## src/rtl/condicionador_botao_if.sv

```systemverilog
// condicionador_botao_if: raw button inputs and conditioned outputs between board pins and the consumer FSM
interface condicionador_botao_if #(
  parameter int N_BOTOES = 4
);
  logic [N_BOTOES-1:0] botao;
  logic                repete_en;
  logic [N_BOTOES-1:0] nivel;
  logic [N_BOTOES-1:0] pulso;
  modport master (output botao, repete_en, input nivel, pulso);
  modport slave (input botao, repete_en, output nivel, pulso);
endinterface

```

## src/rtl/condicionador_botao.sv

```systemverilog
// condicionador_botao: synchronises, debounces and auto-repeats N active-low push-buttons
module condicionador_botao #(
  parameter int N_BOTOES        = 4,
  parameter int DEBOUNCE_CICLOS = 500000,
  parameter int REPEAT_ATRASO   = 25000000,
  parameter int REPEAT_PERIODO  = 5000000
) (
  input logic                  clock,
  input logic                  reset_n,
  condicionador_botao_if.slave bus
);
  localparam int MAX_DA = DEBOUNCE_CICLOS > REPEAT_ATRASO ? DEBOUNCE_CICLOS : REPEAT_ATRASO;
  localparam int MAXC   = MAX_DA > REPEAT_PERIODO ? MAX_DA : REPEAT_PERIODO;
  localparam int W      = $clog2(MAXC) + 1;
  localparam logic [W-1:0] DEB_FIM = W'(DEBOUNCE_CICLOS - 1);
  localparam logic [W-1:0] ATR_FIM = W'(REPEAT_ATRASO - 1);
  localparam logic [W-1:0] PER_FIM = W'(REPEAT_PERIODO - 1);

  typedef enum logic [1:0] {SOLTO, CONFIRMA_PRESS, PRESSIONADO, CONFIRMA_SOLTA} estado_t;

  estado_t             est_q [N_BOTOES];
  estado_t             est_d [N_BOTOES];
  logic [W-1:0]        cnt_q [N_BOTOES];
  logic [W-1:0]        cnt_d [N_BOTOES];
  logic [W-1:0]        rpt_q [N_BOTOES];
  logic [W-1:0]        rpt_d [N_BOTOES];
  logic [N_BOTOES-1:0] s1, s2, fase_q, fase_d, nivel_q, nivel_d, pulso_q, pulso_d;

  always_ff @(posedge clock or negedge reset_n) begin
    if (!reset_n) begin
      s1      <= '1;
      s2      <= '1;
      fase_q  <= '0;
      nivel_q <= '0;
      pulso_q <= '0;
      for (int i = 0; i < N_BOTOES; i++) begin
        est_q[i] <= SOLTO;
        cnt_q[i] <= '0;
        rpt_q[i] <= '0;
      end
    end else begin
      s1      <= bus.botao;
      s2      <= s1;
      fase_q  <= fase_d;
      nivel_q <= nivel_d;
      pulso_q <= pulso_d;
      for (int i = 0; i < N_BOTOES; i++) begin
        est_q[i] <= est_d[i];
        cnt_q[i] <= cnt_d[i];
        rpt_q[i] <= rpt_d[i];
      end
    end
  end

  // fase=0 waits for the initial repeat delay, fase=1 for the shorter period
  always_comb begin
    fase_d  = '0;
    nivel_d = nivel_q;
    pulso_d = '0;
    for (int i = 0; i < N_BOTOES; i++) begin
      est_d[i] = est_q[i];
      cnt_d[i] = cnt_q[i];
      rpt_d[i] = '0;
      unique case (est_q[i])
        SOLTO: begin
          est_d[i] = s2[i] ? SOLTO : CONFIRMA_PRESS;
          cnt_d[i] = s2[i] ? W'(0) : W'(1);
        end
        CONFIRMA_PRESS: begin
          if (s2[i]) begin
            est_d[i] = SOLTO;
            cnt_d[i] = '0;
          end else if (cnt_q[i] == DEB_FIM) begin
            est_d[i]   = PRESSIONADO;
            nivel_d[i] = 1'b1;
            pulso_d[i] = 1'b1;
            cnt_d[i]   = '0;
          end else cnt_d[i] = cnt_q[i] + 1'b1;
        end
        PRESSIONADO: begin
          if (s2[i]) begin
            est_d[i] = CONFIRMA_SOLTA;
            cnt_d[i] = W'(1);
          end else if (bus.repete_en) begin
            pulso_d[i] = rpt_q[i] == (fase_q[i] ? PER_FIM : ATR_FIM);
            rpt_d[i]   = pulso_d[i] ? '0 : rpt_q[i] + 1'b1;
            fase_d[i]  = fase_q[i] | pulso_d[i];
          end
        end
        CONFIRMA_SOLTA: begin
          if (!s2[i]) begin
            est_d[i] = PRESSIONADO;
            cnt_d[i] = '0;
          end else if (cnt_q[i] == DEB_FIM) begin
            est_d[i]   = SOLTO;
            nivel_d[i] = 1'b0;
            cnt_d[i]   = '0;
          end else cnt_d[i] = cnt_q[i] + 1'b1;
        end
        default: est_d[i] = SOLTO;
      endcase
    end
  end

  assign bus.nivel = nivel_q;
  assign bus.pulso = pulso_q;

  // a repeat period of 1 would pulse on consecutive cycles
  assert property (@(posedge clock) disable iff (!reset_n) (pulso_q & pulso_d) == '0)
    else $error("condicionador_botao: pulso high on consecutive cycles");
endmodule

```

## src/flat_wrapper.sv

```systemverilog
// flat-port wrapper written by rule: the top's interface ports become plain ports
module condicionador_botao_flat 
#(
  parameter int N_BOTOES        = 4,
  parameter int DEBOUNCE_CICLOS = 500000,
  parameter int REPEAT_ATRASO   = 25000000,
  parameter int REPEAT_PERIODO  = 5000000
)
  (clock, reset_n, bus_botao, bus_repete_en, bus_nivel, bus_pulso);
  condicionador_botao_if #(.N_BOTOES(N_BOTOES)) bus_i ();
  input logic clock;
  input logic reset_n;
  input wire logic [$bits(bus_i.botao)-1:0] bus_botao;
  input wire logic [$bits(bus_i.repete_en)-1:0] bus_repete_en;
  output wire logic [$bits(bus_i.nivel)-1:0] bus_nivel;
  output wire logic [$bits(bus_i.pulso)-1:0] bus_pulso;
  assign bus_i.botao = bus_botao;
  assign bus_i.repete_en = bus_repete_en;
  assign bus_nivel = bus_i.nivel;
  assign bus_pulso = bus_i.pulso;
  condicionador_botao #(.N_BOTOES(N_BOTOES), .DEBOUNCE_CICLOS(DEBOUNCE_CICLOS), .REPEAT_ATRASO(REPEAT_ATRASO), .REPEAT_PERIODO(REPEAT_PERIODO)) u_core (.clock(clock), .reset_n(reset_n), .bus(bus_i));
endmodule
```

## config.mk

```make
export PLATFORM = sky130hd
export DESIGN_NAME = condicionador_botao_flat
export DESIGN_NICKNAME = d
export VERILOG_FILES = /design/src/rtl/condicionador_botao_if.sv /design/src/rtl/condicionador_botao.sv /design/src/flat_wrapper.sv
export SDC_FILE = /design/constraint.sdc
export NUM_CORES = 1
export LEC_CHECK = 0
export ABC_AREA = 1
export CORE_UTILIZATION = 50
export DETAILED_ROUTE_END_ITERATION = 8
export PLACE_DENSITY_LB_ADDON = 0.3
export SYNTH_ARGS = -nofsm -noshare
export SYNTH_HDL_FRONTEND = slang
export SYNTH_SLANG_ARGS = --single-unit
```

## constraint.sdc

```tcl
create_clock -name clock -period 2.1 [get_ports clock]
set_input_delay 0.42 -clock clock [delete_from_list [all_inputs] [get_ports clock]]
set_output_delay 0.42 -clock clock [all_outputs]
set_load 0.005 [all_outputs]
```

==> flow_metrics.py, run 1 <==
metrics = {
    "placement": {
        "dpl.cell_count": 2492,
        "dpl.hpwl_mm": 25.81,
        "portBuffers": 14,
        "place.gp.congestion": 0.9477,
    },
    "detailed_routing": {
        "drc": 0,
        "ant_nets": 0,
        "drt-wirelength-per-cell_um": 13.63,
        "via_per_inst": 5.237,
        "drtIter0Drc": 828,
        "totalWireLength_mm": 34.66,
        "vias": 13320,
        "first_pass_iters": 6,
    },
    "synth": {
        "yosysSeqAreaShare_pct": 39.96,
        "synth_top_family_by_area": "simple AND/OR/NAND/NOR gates",
        "synthCells": 2096,
        "synth-simple-area-share_pct": 39.38,
        "synthArstFlopShare_pct": 100.0,
        "synth_fa_ha_area_share_pct": 2.366,
        "netlist_area_um2": 14810,
        "synthMuxAreaShare_pct": 0,
        "synth_xor_area_share_pct": 4.673,
        "syn_area_per_cell_um2": 7.064,
        "yosysWarnings": 0,
        "ys_types": 43,
        "synth_edf_count": 0,
        "synth-main-ff-cell": "dfrtp_1",
        "ys_ff_latch": 236,
        "synth_nets": 2131,
        "synth_compound_area_share_pct": 6.169,
    },
    "sta": {
        "max_slew.worst_pin.slew_ps": 475.3,
        "hold_viol": 0,
        "timing.fmax_ghz": 0.5074,
        "rsz0062_at_grt": "no",
        "fin_skew_ps": 13.53,
        "fin_crit_sh_pct": 93.86,
        "setup_viol": 0,
        "period_needed_ps": 1971,
        "setup_tns_ps": 0,
        "maxSlewHeadroom_pct": 68.31,
        "finalMaxSlewViolations": 0,
    },
    "die": {
        "core_area_um2": 28940,
        "initial_core_util_pct": 51.17,
        "io-pin-count": 15,
        "die_h_um": 174.1,
        "rows": 62,
        "die_w_um": 174.1,
        "dieArea_um2": 30300,
    },
    "clock_tree": {
        "post-cts-setup-buffer-count": 0,
        "cts_tree": "done",
        "clock_latency_ps": 540,
        "clk_pin_slew_worst_paths_ps": 60,
        "cts-root-buf": "clkbuf_16",
        "cts.sinks": 236,
        "cts_buffers": 27,
        "cts_max_path_buffers": 3,
        "h-tree-depth": 1,
    },
    "min_path": {
        "min_path_type": "in2reg",
        "hp-start": "bus_botao[2]",
    },
    "pwr": {
        "clkPwrFrac_pct": 41.5,
        "switching_share_pct": 29.62,
        "power_switching_uw": 3605,
        "combPwrFrac_pct": 18.4,
        "seq_power_share_pct": 40.1,
        "power_density_nw_per_um2": 738.5,
        "leakagePower_uw": 0.006887,
        "peakVddDrop_mv": 0.5752,
        "internal_power_uw": 8569,
    },
    "worst_setup_path": {
        "start_kind": "flip-flop",
        "cp_data_required_time_ps": 2540,
        "worstPathMaxFanout": 17,
        "end_kind": "flip-flop",
        "path_class": "reg2reg",
        "cp.arrival_ps": 2410,
    },
    "global_route": {
        "grt_pass1_vias": 12930,
        "met2_usage_pct": 39.25,
        "grt_pass1_wl_mm": 60.55,
        "top_usage_layer": "met2",
        "gr-usage-met1_pct": 32.78,
        "antenna_found_initial": 0,
        "use_met3_pct": 2.472,
        "grtUsageTotal_pct": 23.64,
        "grt-ovfl-total": 0,
        "grt_max_degree": 54,
    },
    "status": {
        "status": "finished, final reports clean",
    },
    "cells_and_area": {
        "diodes": 0,
        "fin_util_pct": 56.97,
        "fin_nets": 2173,
        "instances_no_fill": 2543,
        "syn2layout_area_growth_pct": 11.35,
        "drive_gt1_share_pct": 9.217,
    },
    "run": {
        "drv_cap": 0,
    },
}
==> synth_stat cells (6+ instances only) <==
cell type	count	area, um2
nand3_1	149	745.7
o22ai_2	7	87.58
nor2_1	370	1389
a21oi_1	26	130.1
xor2_1	56	490.5
nor3_2	9	90.09
o21ai_0	35	175.2
nand2_2	10	62.56
nand4_1	65	406.6
nor3_1	64	320.3
nand2_1	599	2248
dfrtp_1	228	5705
xnor2_1	23	201.4
nand3b_1	8	60.06
ha_1	28	350.3
o21ai_1	22	110.1
a31oi_1	8	50.05
inv_2	22	82.58
nor2_4	15	168.9
nand3_2	8	80.08
o21bai_1	6	45.04
buf_4	6	45.04
buf_2	15	75.07
o21ai_2	14	122.6
inv_1	219	822.0
dfstp_2	8	210.2
o22ai_1	19	118.9
nor2_2	24	150.1
==> layout by cell type, fill, tap and decap left out, drive strengths merged, types with 2 or more instances in the layout <==
master         netlist  routed
a21boi               4       4
a21oi               27      27
a31oi                8       8
and2                 2       2
and3                 4       4
buf                 26      30
bufinv               0       5
clkbuf               5      37
clkdlybuf4s50        0      13
clkinv               1       6
dfrtp              228     228
dfstp                8       8
ha                  28      28
inv                241     243
nand2              609     609
nand3              159     159
nand3b               8       8
nand4               65      65
nor2               409     409
nor3                73      73
nor3b                3       3
o211ai               2       2
o21a                 2       2
o21ai               71      71
o21bai               6       6
o22ai               26      26
xnor2               23      23
xor2                56      56
==> flip-flops by register name (all words and copies together) (netlist names), named ones only <==
name	cells
u_core.bus.nivel	4
u_core.bus.pulso	4
u_core.cnt_q	104
u_core.est_q	4
u_core.fase_q	4
u_core.rpt_q	104
u_core.s1	4
u_core.s2	4
==> final timing paths <==
path | endpoint | slack (ps) | cells after the start
setup / recovery | u_core.cnt_q[59] | 130 | 8
hold / removal | u_core.s1[2] | 290 | 1
setup reg to reg | u_core.cnt_q[59] | 130 | 8
hold reg to reg | u_core.s2[3] | 360 | 0
max in group asynchronous | u_core.s1[2] | 1000 | 3
min in group asynchronous | u_core.rpt_q[95] | 410 | 2
==> worst max-delay path, cell delays in order, from the launching register on <==
cell and delay, ps:
dfrtp_1 410, inv_1 110, ha_1 170, inv_1 40
nor2_1 160, a21oi_1 110, nor2_4 420, nand2_2 260
o21ai_1 200
==> power by group through the flow <==
stage / logic (uW) / registers [uW] / clock network, uW
after floorplan: 1600 / 4920 / 0
after global placement: 2190 / 4960 / 0
after detailed placement: 2230 / 4970 / 0
after CTS: 2240 / 4890 / 5180
after global routing: 2520 / 4910 / 5370
final: 2240 / 4890 / 5050
==> metal layers <==
layer	wire (um)	part of all wire (%)	vias to the layer above
met3	1362	3.9	62
met2	16200	47	285
met1	16280	47	6194
li1	-	-	6777
met4	811	2.3	0
met5	0	0	-
==> per-stage QoR <==
stage               cell area (um2)  total power (uW)  setup WS, ps  hold slack, ps
floorplan                     14810              6523         502.0           124.4
global placement              15500              7143         166.5           346.4
detailed placement            15500              7192         124.0           347.5
CTS                           16480             12310         147.9           266.1
global route                  16490             12810         15.10           264.8
finish                        16490             12170         129.0           286.9
==> area by class of cell <==
type / instances / area (um2)
Inverter: 242 / 908.4
Clock buffer: 37 / 763.2
Timing Repair Buffer: 44 / 422.9
Multi-Input combinational cell: 1587 / 7791
Clock inverter: 13 / 203.9
Tap cell: 384 / 480.5
Fill cell: 2741 / 12450
Sequential cell: 236 / 5916
==> logic make-up after synthesis <==
group / count (synthesis)
AO/OA/AOI/OAI: 146
XOR/XNOR: 79
adder cells (fa/ha/maj): 28
buffers and inverters: 273
flip-flops: 236
AND/OR/NAND/NOR: 1334
==> repair_timing <==
| item | in CTS | in global routing |
|---|---|---|
| gates resized for setup | 0 | 2 |
| setup endpoints to repair | 0 | 19 |
| hold endpoints to repair | 41 | 0 |
| hold buffers | 1 | 0 |
Note: power is estimated with default switching activity, not from simulation.
==> run 2, diff against run 1 <==
CTS_CLUSTER_DIAMETER = 50   (was default)
==> flow_metrics.py, run 2 (synthesized netlist as in run 1, its figures left out) <==
metrics = {
    "worst_setup_path": {
        "path_class": "reg2reg",
        "worst-r2r-cell-count": 8,
        "r2r_end": "u_core.cnt_q[59]",
        "end_kind": "flip-flop",
        "reg2reg_slack_ps": 150,
        "cp.arrival_ps": 2420,
        "worstPathMaxFanout": 17,
        "cp_data_required_time_ps": 2580,
        "start_kind": "flip-flop",
    },
    "detailed_routing": {
        "drt-wirelength-per-cell_um": 13.64,
        "wirelength_met1_mm": 16.06,
        "via_per_inst": 5.247,
        "first_pass_iters": 7,
        "drtIter0Drc": 878,
        "vias": 13420,
        "dr_wl_met2_mm": 16.42,
        "route.met3.wl_mm": 1.626,
        "dr.max_layer_used": "met4",
        "totalWireLength_mm": 34.89,
        "drc": 0,
        "ant_nets": 0,
    },
    "clock_tree": {
        "cts.sinks": 236,
        "cts_tree": "done",
        "cts_buffers": 30,
        "clk_pin_slew_worst_paths_ps": 60,
        "cts_max_path_buffers": 3,
        "cts-root-buf": "clkbuf_16",
        "clock_latency_ps": 570,
        "h-tree-depth": 1,
    },
    "global_route": {
        "grt_pass1_vias": 13000,
        "antenna_found_initial": 0,
        "grt_pass1_wl_mm": 60.85,
        "grt_max_degree": 54,
        "grtUsageTotal_pct": 23.82,
        "grt-ovfl-total": 0,
    },
    "pwr": {
        "power_density_nw_per_um2": 751.1,
        "leakagePower_uw": 0.006955,
        "peakVddDrop_mv": 0.6114,
    },
    "die": {
        "rows": 62,
        "dieArea_um2": 30300,
        "initial_core_util_pct": 51.17,
        "die_h_um": 174.1,
        "core_area_um2": 28940,
        "die_w_um": 174.1,
        "io-pin-count": 15,
    },
    "placement": {
        "place.gp.congestion": 0.9477,
        "dpl.hpwl_mm": 25.81,
        "portBuffers": 14,
    },
    "cells_and_area": {
        "layout_commonest_cell": "nand2_1",
        "final_cell_mix": "nand2_1, nor2_1, dfrtp_1, inv_1, nand3_1",
        "diodes": 0,
        "reg.largest.list": "u_core.cnt_q: 104 flops, u_core.rpt_q: 104 flops",
        "fin_util_pct": 57.45,
        "fin_nets": 2185,
        "drive_gt1_share_pct": 9.710,
        "syn2layout_area_growth_pct": 12.28,
    },
    "min_path": {
        "hp-start": "bus_botao[3]",
        "whs_endpoint": "u_core.s1[3]",
        "min_path_type": "in2reg",
        "whs_path_depth": 1,
    },
    "sta": {
        "period_needed_ps": 1946,
        "rsz0062_at_grt": "no",
        "max_slew.worst_pin.slew_ps": 481.0,
        "fin_crit_sh_pct": 92.67,
        "setup_viol": 0,
        "fin_skew_ps": 14.55,
        "maxSlewHeadroom_pct": 67.93,
        "timing.fmax_ghz": 0.5139,
        "hold_viol": 0,
        "setup_tns_ps": 0,
        "finalMaxSlewViolations": 0,
    },
    "status": {
        "status": "finished, final reports clean",
    },
    "run": {
        "drv_cap": 0,
    },
}
[run 2: how the worst max path moves through the flow]
| stage | start | endpoint | slack [ps] | cells after the start |
|---|---|---|---|---|
| 3_3_place_gp | bus_repete_en | u_core.rpt_q[28] | 170 | 6 |
| 4_1_cts | u_core.cnt_q[26] | u_core.cnt_q[46] | 100 | 9 |
| 2_1_floorplan | u_core.cnt_q[26] | u_core.cnt_q[33] | 500 | 9 |
| 3_5_place_dp | bus_repete_en | u_core.rpt_q[28] | 120 | 6 |
| 6_report | flip-flop | u_core.cnt_q[59] | 150 | 8 |
| 5_1_grt | flip-flop | u_core.cnt_q[60] | 10 | 8 |
[run 2: layer usage]
layer  GRT usage, %  vias to the layer above
li1               -                     6802
met1          32.66                     6204
met2          39.75                      350
met3          2.843                       61
met4          6.542                        0
met5              0                        -
[run 2: per-stage QoR]
stage	setup slack [ps]	hold WS (ps)	instances	power, uW	area, um2
final	153.9	257.1	2557	12490	16620
after global routing	11.56	241.8	2557	13140	16620
after CTS	98.78	232.7	2548	12540	16550
after detailed placement	124.0	347.5	2492	7192	15500
after global placement	166.5	346.4	2492	7143	15500
after floorplan	502.0	124.4	2096	6523	14810
[run 2: power breakdown]
part           internal, uW  switching, uW  total, uW
combinational           755           1560       2310
clock                  3230           2060       5280
sequential             4720            174       4890
[run 2: layout make-up]
type                            count  area (um2)
Clock buffer                       39       804.5
Clock inverter                     16       232.7
Fill cell                        2706       12310
Inverter                          242       908.4
Multi-Input combinational cell   1587        7791
Sequential cell                   236        5916
Tap cell                          384       480.5
Timing Repair Buffer               53       490.5
[run 2: critical path: stages, from the launching register on]
cell     delay, ps
dfrtp_1        410
inv_1          110
ha_1           170
inv_1           40
nor2_1         150
a21oi_1        100
nor2_4         410
nand2_2        270
o21ai_1        200
[run 2: repair_timing]
item                                    in CTS  in global routing
hold buffers                                 1                  0
hold endpoints to repair                    41                  0
buffers inserted                             0                  9
endpoints found under the setup margin       0                 23
gates resized for setup                      0                  2
==> run 3, diff against run 2 <==
RECOVER_POWER = 25   (was default)
==> flow_metrics.py, run 3 (synthesized netlist as in run 1, its figures left out) <==
metrics = {
    "detailed_routing": {
        "ant_nets": 0,
        "via_per_inst": 5.248,
        "first_pass_iters": 5,
        "drt-wirelength-per-cell_um": 13.67,
        "vias": 13420,
        "drtIter0Drc": 910,
        "totalWireLength_mm": 34.96,
        "drc": 0,
    },
    "sta": {
        "fin_crit_sh_pct": 92.76,
        "fin_ws_ps": 152.0,
        "rsz0062_at_grt": "no",
        "finalMaxSlewViolations": 0,
        "period_needed_ps": 1948,
        "maxSlewHeadroom_pct": 34.03,
        "max_slew.worst_pin.slew_ps": 989.6,
        "timing.fmax_ghz": 0.5134,
        "setup_tns_ps": 0,
        "hold_viol": 0,
        "fin_skew_ps": 15.03,
        "setup_viol": 0,
    },
    "global_route": {
        "grt_pass1_wl_mm": 60.85,
        "grt_max_degree": 54,
        "grtUsageTotal_pct": 23.82,
        "grt-ovfl-total": 0,
        "antenna_found_initial": 0,
        "grt_pass1_vias": 13000,
    },
    "worst_setup_path": {
        "worst-r2r-cell-count": 8,
        "crit_chain": "inv_1, ha_1, inv_1, nor2_1, a21oi_1, nor2_4, nand2_2, o21ai_1",
        "cp_data_required_time_ps": 2580,
        "end_kind": "flip-flop",
        "r2r_end": "u_core.cnt_q[59]",
        "critical_path.max_stage_delay_ps": 410,
        "cp.arrival_ps": 2430,
        "cpMostUsedCell": "inv_1",
        "path_class": "reg2reg",
        "start_kind": "flip-flop",
        "worstPathMaxFanout": 17,
        "reg2reg_slack_ps": 150,
        "crit_slowest_cell": "dfrtp_1",
    },
    "clock_tree": {
        "cts-root-buf": "clkbuf_16",
        "cts_tree": "done",
        "cts_buffers": 30,
        "clk_pin_slew_worst_paths_ps": 60,
        "cts.sinks": 236,
        "clock_latency_ps": 570,
        "cts_max_path_buffers": 3,
        "h-tree-depth": 1,
    },
    "placement": {
        "preCtsSetupSlack_ps": 124.0,
        "dpl.hpwl_mm": 25.81,
        "dpl_cell_area_um2": 15500,
        "portBuffers": 14,
        "place.gp.congestion": 0.9477,
    },
    "min_path": {
        "hp-start": "u_core.s1[3]",
        "whs_path_depth": 0,
        "whs_endpoint": "u_core.s2[3]",
        "min_path_type": "reg2reg",
    },
    "cells_and_area": {
        "reg.largest.list": "u_core.cnt_q: 104 flops, u_core.rpt_q: 104 flops",
        "fin_util_pct": 57.32,
        "fin_area_um2": 16590,
        "syn2layout_area_growth_pct": 12.03,
        "fin_nets": 2185,
        "final_cell_mix": "nand2_1, nor2_1, dfrtp_1, inv_1, nand3_1",
        "drive_gt1_share_pct": 9.618,
        "layout_commonest_cell": "nand2_1",
        "diodes": 0,
    },
    "die": {
        "die_h_um": 174.1,
        "initial_core_util_pct": 51.17,
        "die_w_um": 174.1,
        "io-pin-count": 15,
        "dieArea_um2": 30300,
        "rows": 62,
        "core_area_um2": 28940,
    },
    "pwr": {
        "power_density_nw_per_um2": 752.3,
        "leakagePower_uw": 0.006938,
        "peakVddDrop_mv": 0.6113,
        "p_total_uw": 12480,
    },
    "run": {
        "drv_cap": 0,
    },
    "status": {
        "status": "finished, final reports clean",
    },
}
[run 3: cell types whose count changed in the layout (fill, tap and decap cells not counted), sizes merged]
cell	before	now
clkbuf	39	42
buf	39	36
dlygate4sd3	1	5
clkdlybuf4s50	13	9
[run 3: where the power goes]
group          switching, uW  internal (uW)  leakage, uW
Combinational           1560            745      0.00319
Sequential               175           4720      0.00325
Clock                   2050           3230     0.000504
Total                   3790           8690      0.00694
[run 3: worst max-delay path: cells and delay by family (launching register included)]
family	cells	cell delay (ps)
simple gates	3	830
flops	1	410
fa+ha+maj	1	170
buf+inv	2	150
compound gates	2	310
[run 3: stage by stage]
stage | std cells | hold slack [ps]
after floorplan | 2096 | 124.4
after global placement | 2492 | 346.4
after detailed placement | 2492 | 347.5
after CTS | 2548 | 232.7
after global routing | 2557 | 359.4
final | 2557 | 355.8
[run 3: area by class of cell]
cell class | instances | area [um2]
multi-input cells | 1587 | 7791
inverters | 242 | 908.4
flip-flops and latches | 236 | 5916
clock inverters | 16 | 232.7
clock buffers | 39 | 804.5
well taps | 384 | 480.5
fillers | 2713 | 12350
repair buffers | 53 | 452.9
[run 3: worst max-delay path by stage]
stage	startpoint	cells after the start	end	slack (ps)
after global placement	bus_repete_en	6	u_core.rpt_q[28]	170
after global routing	flip-flop	8	u_core.cnt_q[60]	10
after detailed placement	bus_repete_en	6	u_core.rpt_q[28]	120
after CTS	u_core.cnt_q[26]	9	u_core.cnt_q[46]	100
final	flip-flop	8	u_core.cnt_q[59]	150
after floorplan	u_core.cnt_q[26]	9	u_core.cnt_q[33]	500
[run 3: timing repair]
| action | in CTS | in global routing |
|---|---|---|
| hold buffers | 1 | 0 |
| resized for setup | 0 | 2 |
| endpoints found under the hold margin | 41 | 0 |
| endpoints found under the setup margin | 0 | 23 |
| setup buffers | 0 | 9 |
[run 3: routing by layer]
metal / GRT usage [%] / share of wire [%] / up-vias
met5: 0 / 0 / -
met3: 2.843 / 4.3 / 61
met1: 32.66 / 46 / 6223
li1: - / - / 6810
met2: 39.75 / 47 / 325
met4: 6.542 / 2.2 / 0
